==> src/rtl/cpu_run_controller.sv <==
// cpu_run_controller: sequences a CPU core through reset, run and done.
// The core is held in reset for RESET_CYCLES cycles after a start
// command, then runs until a halt request, a stall or the cycle
// budget ends the run. Cycle and retired-instruction counts and the PC
// at the end of the run are kept for bring-up benches.
//
// Optional feature: define CPU_RUN_STALL_DETECT_EN to end the run when
// the PC stays unchanged for STALL_LIMIT consecutive RUN cycles. With
// the macro undefined, the stall logic is absent and stalled reads 0.
//
// Command interface: start and abort are single-cycle commands sampled
// on the rising clock edge. There is no ready signal. A start outside
// IDLE or DONE is dropped. An abort is always taken and wins over a
// start in the same cycle.

module cpu_run_controller #(
    parameter int ADDR_W       = 32,
    parameter int CNT_W        = 32,
    parameter int RESET_CYCLES = 3,
    parameter int MAX_CYCLES   = 1000,
    parameter int STALL_LIMIT  = 16
) (
    input  logic              clk,
    input  logic              rst,
    input  logic              start,
    input  logic              abort,
    input  logic              halt_req,
    input  logic              instr_valid,
    input  logic [ADDR_W-1:0] pc,
    output logic              cpu_rst_n,
    output logic              running,
    output logic              done,
    output logic              timeout,
    output logic              stalled,
    output logic [CNT_W-1:0]  cycle_count,
    output logic [CNT_W-1:0]  instr_count,
    output logic [ADDR_W-1:0] halt_pc
);

    typedef enum logic [1:0] {
        S_IDLE       = 2'd0,
        S_RESET_HOLD = 2'd1,
        S_RUN        = 2'd2,
        S_DONE       = 2'd3
    } state_t;

    localparam int               HOLD_W     = $clog2(RESET_CYCLES + 1);
    localparam logic [HOLD_W-1:0] HOLD_LAST = HOLD_W'(RESET_CYCLES - 1);
    localparam logic [CNT_W-1:0]  CNT_SAT   = {CNT_W{1'b1}};
    localparam logic [CNT_W-1:0]  BUDGET_AT = CNT_W'(MAX_CYCLES - 1);

    // Reject parameter values the sequencing cannot honour.
    if (RESET_CYCLES < 1 || MAX_CYCLES < 1 || STALL_LIMIT < 1) begin : g_param_check
        $error("cpu_run_controller: RESET_CYCLES, MAX_CYCLES and STALL_LIMIT must be >= 1");
    end

    state_t            state_q;
    state_t            state_d;
    logic [HOLD_W-1:0] hold_cnt;
    logic              go_hold;
    logic              exit_halt;
    logic              exit_stall;
    logic              exit_timeout;
    logic              stall_hit;
    logic              budget_hit;
    logic              run_d;
    logic              done_d;

    // The budget ends on the edge where the count reaches MAX_CYCLES.
    assign budget_hit = (cycle_count == BUDGET_AT);

    // State register plus the registered run/done/core-reset outputs.
    always_ff @(posedge clk or negedge rst) begin
        if (!rst) begin
            state_q   <= S_IDLE;
            running   <= 1'b0;
            done      <= 1'b0;
            cpu_rst_n <= 1'b0;
        end else begin
            state_q   <= state_d;
            running   <= run_d;
            done      <= done_d;
            cpu_rst_n <= run_d;
        end
    end

    // Next-state decode with RUN exit priority abort > halt > stall > budget.
    always_comb begin
        state_d      = state_q;
        go_hold      = 1'b0;
        exit_halt    = 1'b0;
        exit_stall   = 1'b0;
        exit_timeout = 1'b0;
        case (state_q)
            S_IDLE: begin
                if (!abort && start) begin
                    state_d = S_RESET_HOLD;
                    go_hold = 1'b1;
                end
            end
            S_RESET_HOLD: begin
                if (abort) begin
                    state_d = S_IDLE;
                end else if (hold_cnt == HOLD_LAST) begin
                    state_d = S_RUN;
                end
            end
            S_RUN: begin
                if (abort) begin
                    state_d = S_IDLE;
                end else if (halt_req) begin
                    state_d   = S_DONE;
                    exit_halt = 1'b1;
                end else if (stall_hit) begin
                    state_d    = S_DONE;
                    exit_stall = 1'b1;
                end else if (budget_hit) begin
                    state_d      = S_DONE;
                    exit_timeout = 1'b1;
                end
            end
            S_DONE: begin
                if (abort) begin
                    state_d = S_IDLE;
                end else if (start) begin
                    state_d = S_RESET_HOLD;
                    go_hold = 1'b1;
                end
            end
            default: begin
                state_d = S_IDLE;
            end
        endcase
    end

    // Output decode: flags for the state being entered on the next edge.
    always_comb begin
        run_d  = (state_d == S_RUN);
        done_d = (state_d == S_DONE);
    end

    // Reset-hold counter: counts RESET_HOLD cycles, zero everywhere else.
    always_ff @(posedge clk or negedge rst) begin
        if (!rst) begin
            hold_cnt <= '0;
        end else if (state_q == S_RESET_HOLD && state_d == S_RESET_HOLD) begin
            hold_cnt <= hold_cnt + HOLD_W'(1);
        end else begin
            hold_cnt <= '0;
        end
    end

    // Run counters: cleared on start, saturating increments on every RUN
    // cycle including the one whose edge ends the run.
    always_ff @(posedge clk or negedge rst) begin
        if (!rst) begin
            cycle_count <= '0;
            instr_count <= '0;
        end else if (go_hold) begin
            cycle_count <= '0;
            instr_count <= '0;
        end else if (state_q == S_RUN) begin
            if (cycle_count != CNT_SAT) begin
                cycle_count <= cycle_count + CNT_W'(1);
            end
            if (instr_valid && instr_count != CNT_SAT) begin
                instr_count <= instr_count + CNT_W'(1);
            end
        end
    end

    // Run results: PC and timeout flag captured when the run ends.
    always_ff @(posedge clk or negedge rst) begin
        if (!rst) begin
            halt_pc <= '0;
            timeout <= 1'b0;
        end else if (go_hold) begin
            halt_pc <= '0;
            timeout <= 1'b0;
        end else begin
            if (exit_halt || exit_stall || exit_timeout) begin
                halt_pc <= pc;
            end
            if (exit_timeout) begin
                timeout <= 1'b1;
            end
        end
    end

`ifdef CPU_RUN_STALL_DETECT_EN
    localparam int               STALL_W    = $clog2(STALL_LIMIT + 1);
    localparam logic [STALL_W-1:0] STALL_LAST = STALL_W'(STALL_LIMIT - 1);

    logic [ADDR_W-1:0]  prev_pc;
    logic               pc_seen;
    logic               pc_repeat;
    logic [STALL_W-1:0] stall_cnt;
    logic               stalled_q;

    // The first RUN cycle has no previous PC, so it always counts as a change.
    assign pc_repeat = pc_seen && (pc == prev_pc);
    assign stall_hit = (state_q == S_RUN) && pc_repeat && (stall_cnt == STALL_LAST);
    assign stalled   = stalled_q;

    // Stall tracking: counts consecutive RUN cycles with an unchanged PC.
    always_ff @(posedge clk or negedge rst) begin
        if (!rst) begin
            prev_pc   <= '0;
            pc_seen   <= 1'b0;
            stall_cnt <= '0;
        end else if (state_q == S_RUN) begin
            prev_pc   <= pc;
            pc_seen   <= 1'b1;
            stall_cnt <= pc_repeat ? stall_cnt + STALL_W'(1) : '0;
        end else begin
            pc_seen   <= 1'b0;
            stall_cnt <= '0;
        end
    end

    // Stall result flag: set when a stall ends the run, cleared on start.
    always_ff @(posedge clk or negedge rst) begin
        if (!rst) begin
            stalled_q <= 1'b0;
        end else if (go_hold) begin
            stalled_q <= 1'b0;
        end else if (exit_stall) begin
            stalled_q <= 1'b1;
        end
    end
`else
    assign stall_hit = 1'b0;
    assign stalled   = 1'b0;
`endif

endmodule

==> config.mk <==
export PLATFORM = sky130hd
export DESIGN_NAME = cpu_run_controller
export DESIGN_NICKNAME = d
export VERILOG_FILES = /design/src/rtl/cpu_run_controller.sv
export SDC_FILE = /design/constraint.sdc
export NUM_CORES = 1
export LEC_CHECK = 0
export ABC_AREA = 1
export CORE_MARGIN = 2
export CORE_UTILIZATION = 65
export DETAILED_ROUTE_END_ITERATION = 8
export DONT_BUFFER_PORTS = 1
export PLACE_DENSITY = 0.91
export SLEW_MARGIN = 20
export SYNTH_ARGS = -nofsm -noshare
export SYNTH_HDL_FRONTEND = slang
export SYNTH_SLANG_ARGS = --single-unit
==> constraint.sdc <==
create_clock -name clk -period 4.15 [get_ports clk]
set_input_delay 0.2075 -clock clk [delete_from_list [all_inputs] [get_ports clk]]
set_output_delay 0.2075 -clock clk [all_outputs]
set_load 0.02 [all_outputs]
==> impl_metrics.yaml <==
global_routing:
  use_met2_pct: 57.0
  busiest_layer: "met2"
  grt_pass1_wl_mm: 28.0
  gr-usage-all-layers_pct: 34.2
  use_met3_pct: 8.56
  use_met1_pct: 41.6
  grt_max_degree: 104
  overflow: 0
  grt_pass1_vias: 5883
  antenna_found_initial: 0
setup_path:
  rr_endpoint: "cycle_count[0]"
  critPathLaunch: "state_q[0]"
  path_cells: "inv_1 -> ha_1 -> nor2_1 -> nor3_4 -> inv_4 -> nand3_2 -> nand2_4 -> inv_2 -> nand3_1 -> o21ai_1"
  cp_top_family: "simple AND/OR/NAND/NOR gates"
  crit_fanout: 73
  critical_path_depth: 10
  crit_type: "register to register"
  worstPathArrival_ns: 3.15
  cp_slowest_cell: "inv_4"
  r2r_cells: 10
  cp-endpoint: "cycle_count[0]"
  reg2reg_from: "state_q[0]"
  cp_data_required_time_ns: 4.41
  setup.worst_path.start_class: "register"
  slowest_delay_ns: 0.57
  crit_buf_inv: 3
  critPathCaptureType: "register"
  r2r_setup_slack_ns: 1.26
sta:
  rsz0062_at_grt: "no"
  min_period_ns: 2.89
  slew_headroom_pct: 46.2
  timing.final.crit_share_pct: 69.6
  max_freq_mhz: 346
  setup_viol: 0
  fin_tns_setup_ns: 0
  worst_pin_slew_ns: 0.807
  finalHoldViolations: 0
  drv_slew: 0
  skew_ns: 0.0121
route:
  vias: 5954
  drt-total-wl_mm: 17.2
  drc_errors: 0
  postRouteAntennaNets: 0
  avgRoutedWirePerCell_um: 17.1
  viasPerCell: 5.95
  firstDrtPassIters: 7
  drt_iter0_markers: 436
clock_network:
  clkTransAtPathRegs_ns: 0.10
  clock_latency_ns: 0.38
  cts_tree: "yes"
  cts_setup_buffers: 0
  cts_buffer_depth: 2
  root_buffer: "clkbuf_8"
  cts_buffers: 9
  cts_resized: 0
  cts.sink_count: 103
  h-tree-depth: 3
place:
  place_congestion: 0.992
  hpwl_mm: 11.6
  portBuffers: 0
hold_path:
  hp-class: "primary input to register"
floorplan:
  die_w_um: 102
  dieArea_um2: 10300
  rows: 35
  start_util_pct: 66.9
  io-pin-count: 139
  coreArea_um2: 9240
  die_h_um: 102
synth:
  syn_inst: 848
  ys_types: 38
  ys_seq_elements: 103
  yosysSeqAreaShare_pct: 41.7
  yosysWarnings: 0
  synth_top_cell_by_area: "dfrtp_1"
  synth_nets: 894
  synth_area_leaders: "dfrtp_1, nand2_1, nand3_1, nor2_1, inv_1"
  yosys.area.top_type_share_pct: 41.7
  synth_area_um2: 6180
  syn_avg_cell_area_um2: 7.29
power:
  power_mw: 3.46
  power_density_nw_per_um2: 514
  ir_drop_uv: 417
  p_leak_nw: 2.97
flow_run:
  cap_violations: 0
final_layout:
  drive_above_1_share_pct: 6.88
  fin_nets: 914
  syn2layout_area_growth_pct: 8.94
  antennaDiodeCount: 0
outcome:
  status: "finished clean"
-- how the worst min path moves through the flow --
stage / startpoint / to / slack, ns / depth (start not counted)
after floorplan: rst / cycle_count[0] / -0.09 / 0
after global placement: rst / cycle_count[18] / -0.09 / 0
after detailed placement: rst / cycle_count[18] / -0.09 / 0
after CTS: halt_req / timeout / 0.04 / 3
after global routing: halt_req / timeout / 0.07 / 3
final: halt_req / timeout / 0.04 / 3
-- power breakdown --
group | switching, mW | total (mW) | internal, mW
logic | 0.581 | 0.875 | 0.294
registers | 0.666 | 1.92 | 1.25
clock network | 0.381 | 0.669 | 0.287
total | 1.63 | 3.46 | 1.83
-- placed cells by master (no fill, tap or decap), drive strengths merged --
cell	instances
nand2	289
dfrtp	103
nand3	88
nor2	88
inv	84
o21ai	58
nor3	34
dlygate4sd3	33
xor2	19
nand4	18
clkbuf	9
a21oi	8
ha	8
o31ai	8
xnor2	6
nand3b	4
clkinv	3
nor4	2
buf	2
a31o	1
a211oi	1
a21o	1
nor3b	1
or2	1
conb	1
bufinv	1
clkinvlp	1
-- cell families (layout without fill, tap and decap cells) --
group                    after synthesis  count (layout)  synth area share [%]
other                                  1               1                0.0606
flip-flops                           103             103                  41.7
buffers and inverters                109             133                  8.03
AO/OA/AOI/OAI                         77              77                  7.26
AND/OR/NAND/NOR                      525             525                  37.8
adder cells (fa/ha/maj)                8               8                  1.62
XOR/XNOR                              25              25                  3.54
-- state kept, by name (all words and copies together), names as in the netlist --
| name | flops |
|---|---|
| cycle_count | 32 |
| halt_pc | 32 |
| instr_count | 32 |
| hold_cnt | 2 |
| state_q | 2 |
| done | 1 |
| running | 1 |
| timeout | 1 |
-- tightest hold or removal path, stage by stage --
cell	delay [ns]
nor4_1	0.04
nor2_1	0.08
nor2_1	0.05
-- what timing repair did --
| action | 4_1_cts | 5_1_grt |
|---|---|---|
| hold buffers | 34 | 0 |
| endpoints found under the setup margin | 0 | 0 |
| hold endpoints to repair | 135 | 0 |
-- stage by stage --
step	utilization, %	instance area [µm²]	hold slack [ns]	worst slack (ns)	cells
2_1_floorplan	-	6180	-0.0881	2.23	848
3_3_place_gp	66.8	6170	-0.0853	1.51	952
3_5_place_dp	66.8	6170	-0.0857	1.38	952
4_1_cts	72.9	6740	0.0372	1.33	1001
5_1_grt	72.9	6740	0.0700	1.08	1001
6_report	72.9	6740	0.0412	1.26	1001
-- synth_stat cells (all sizes together) --
| cell | count |
|---|---|
| nor2 | 88 |
| nor4 | 2 |
| nand4 | 18 |
| inv | 83 |
| buf | 24 |
| a21o | 1 |
| nor3 | 34 |
| a211oi | 1 |
| o21ai | 58 |
| o31ai | 8 |
| xor2 | 19 |
| a31o | 1 |
| clkbuf | 2 |
| a21oi | 8 |
| or2 | 1 |
| nand3b | 4 |
| xnor2 | 6 |
| dfrtp | 103 |
| conb | 1 |
| nand2 | 289 |
| nand3 | 88 |
| nor3b | 1 |
| ha | 8 |
-- per-layer routing --
metal	wire (µm)	part of all wire, %
met4	736	4.3
met1	6290	37
met2	8510	50
met5	0	0
met3	1630	9.5
-- cell type report --
cell class | count | area, µm²
Clock inverter | 6 | 82.6
Multi-Input combinational cell | 636 | 3110
Fill cell | 706 | 2500
Inverter | 83 | 317
Sequential cell | 103 | 2580
Clock buffer | 9 | 124
Tap cell | 129 | 161
Timing Repair Buffer | 35 | 365
Power figures use the tool's default switching activity.
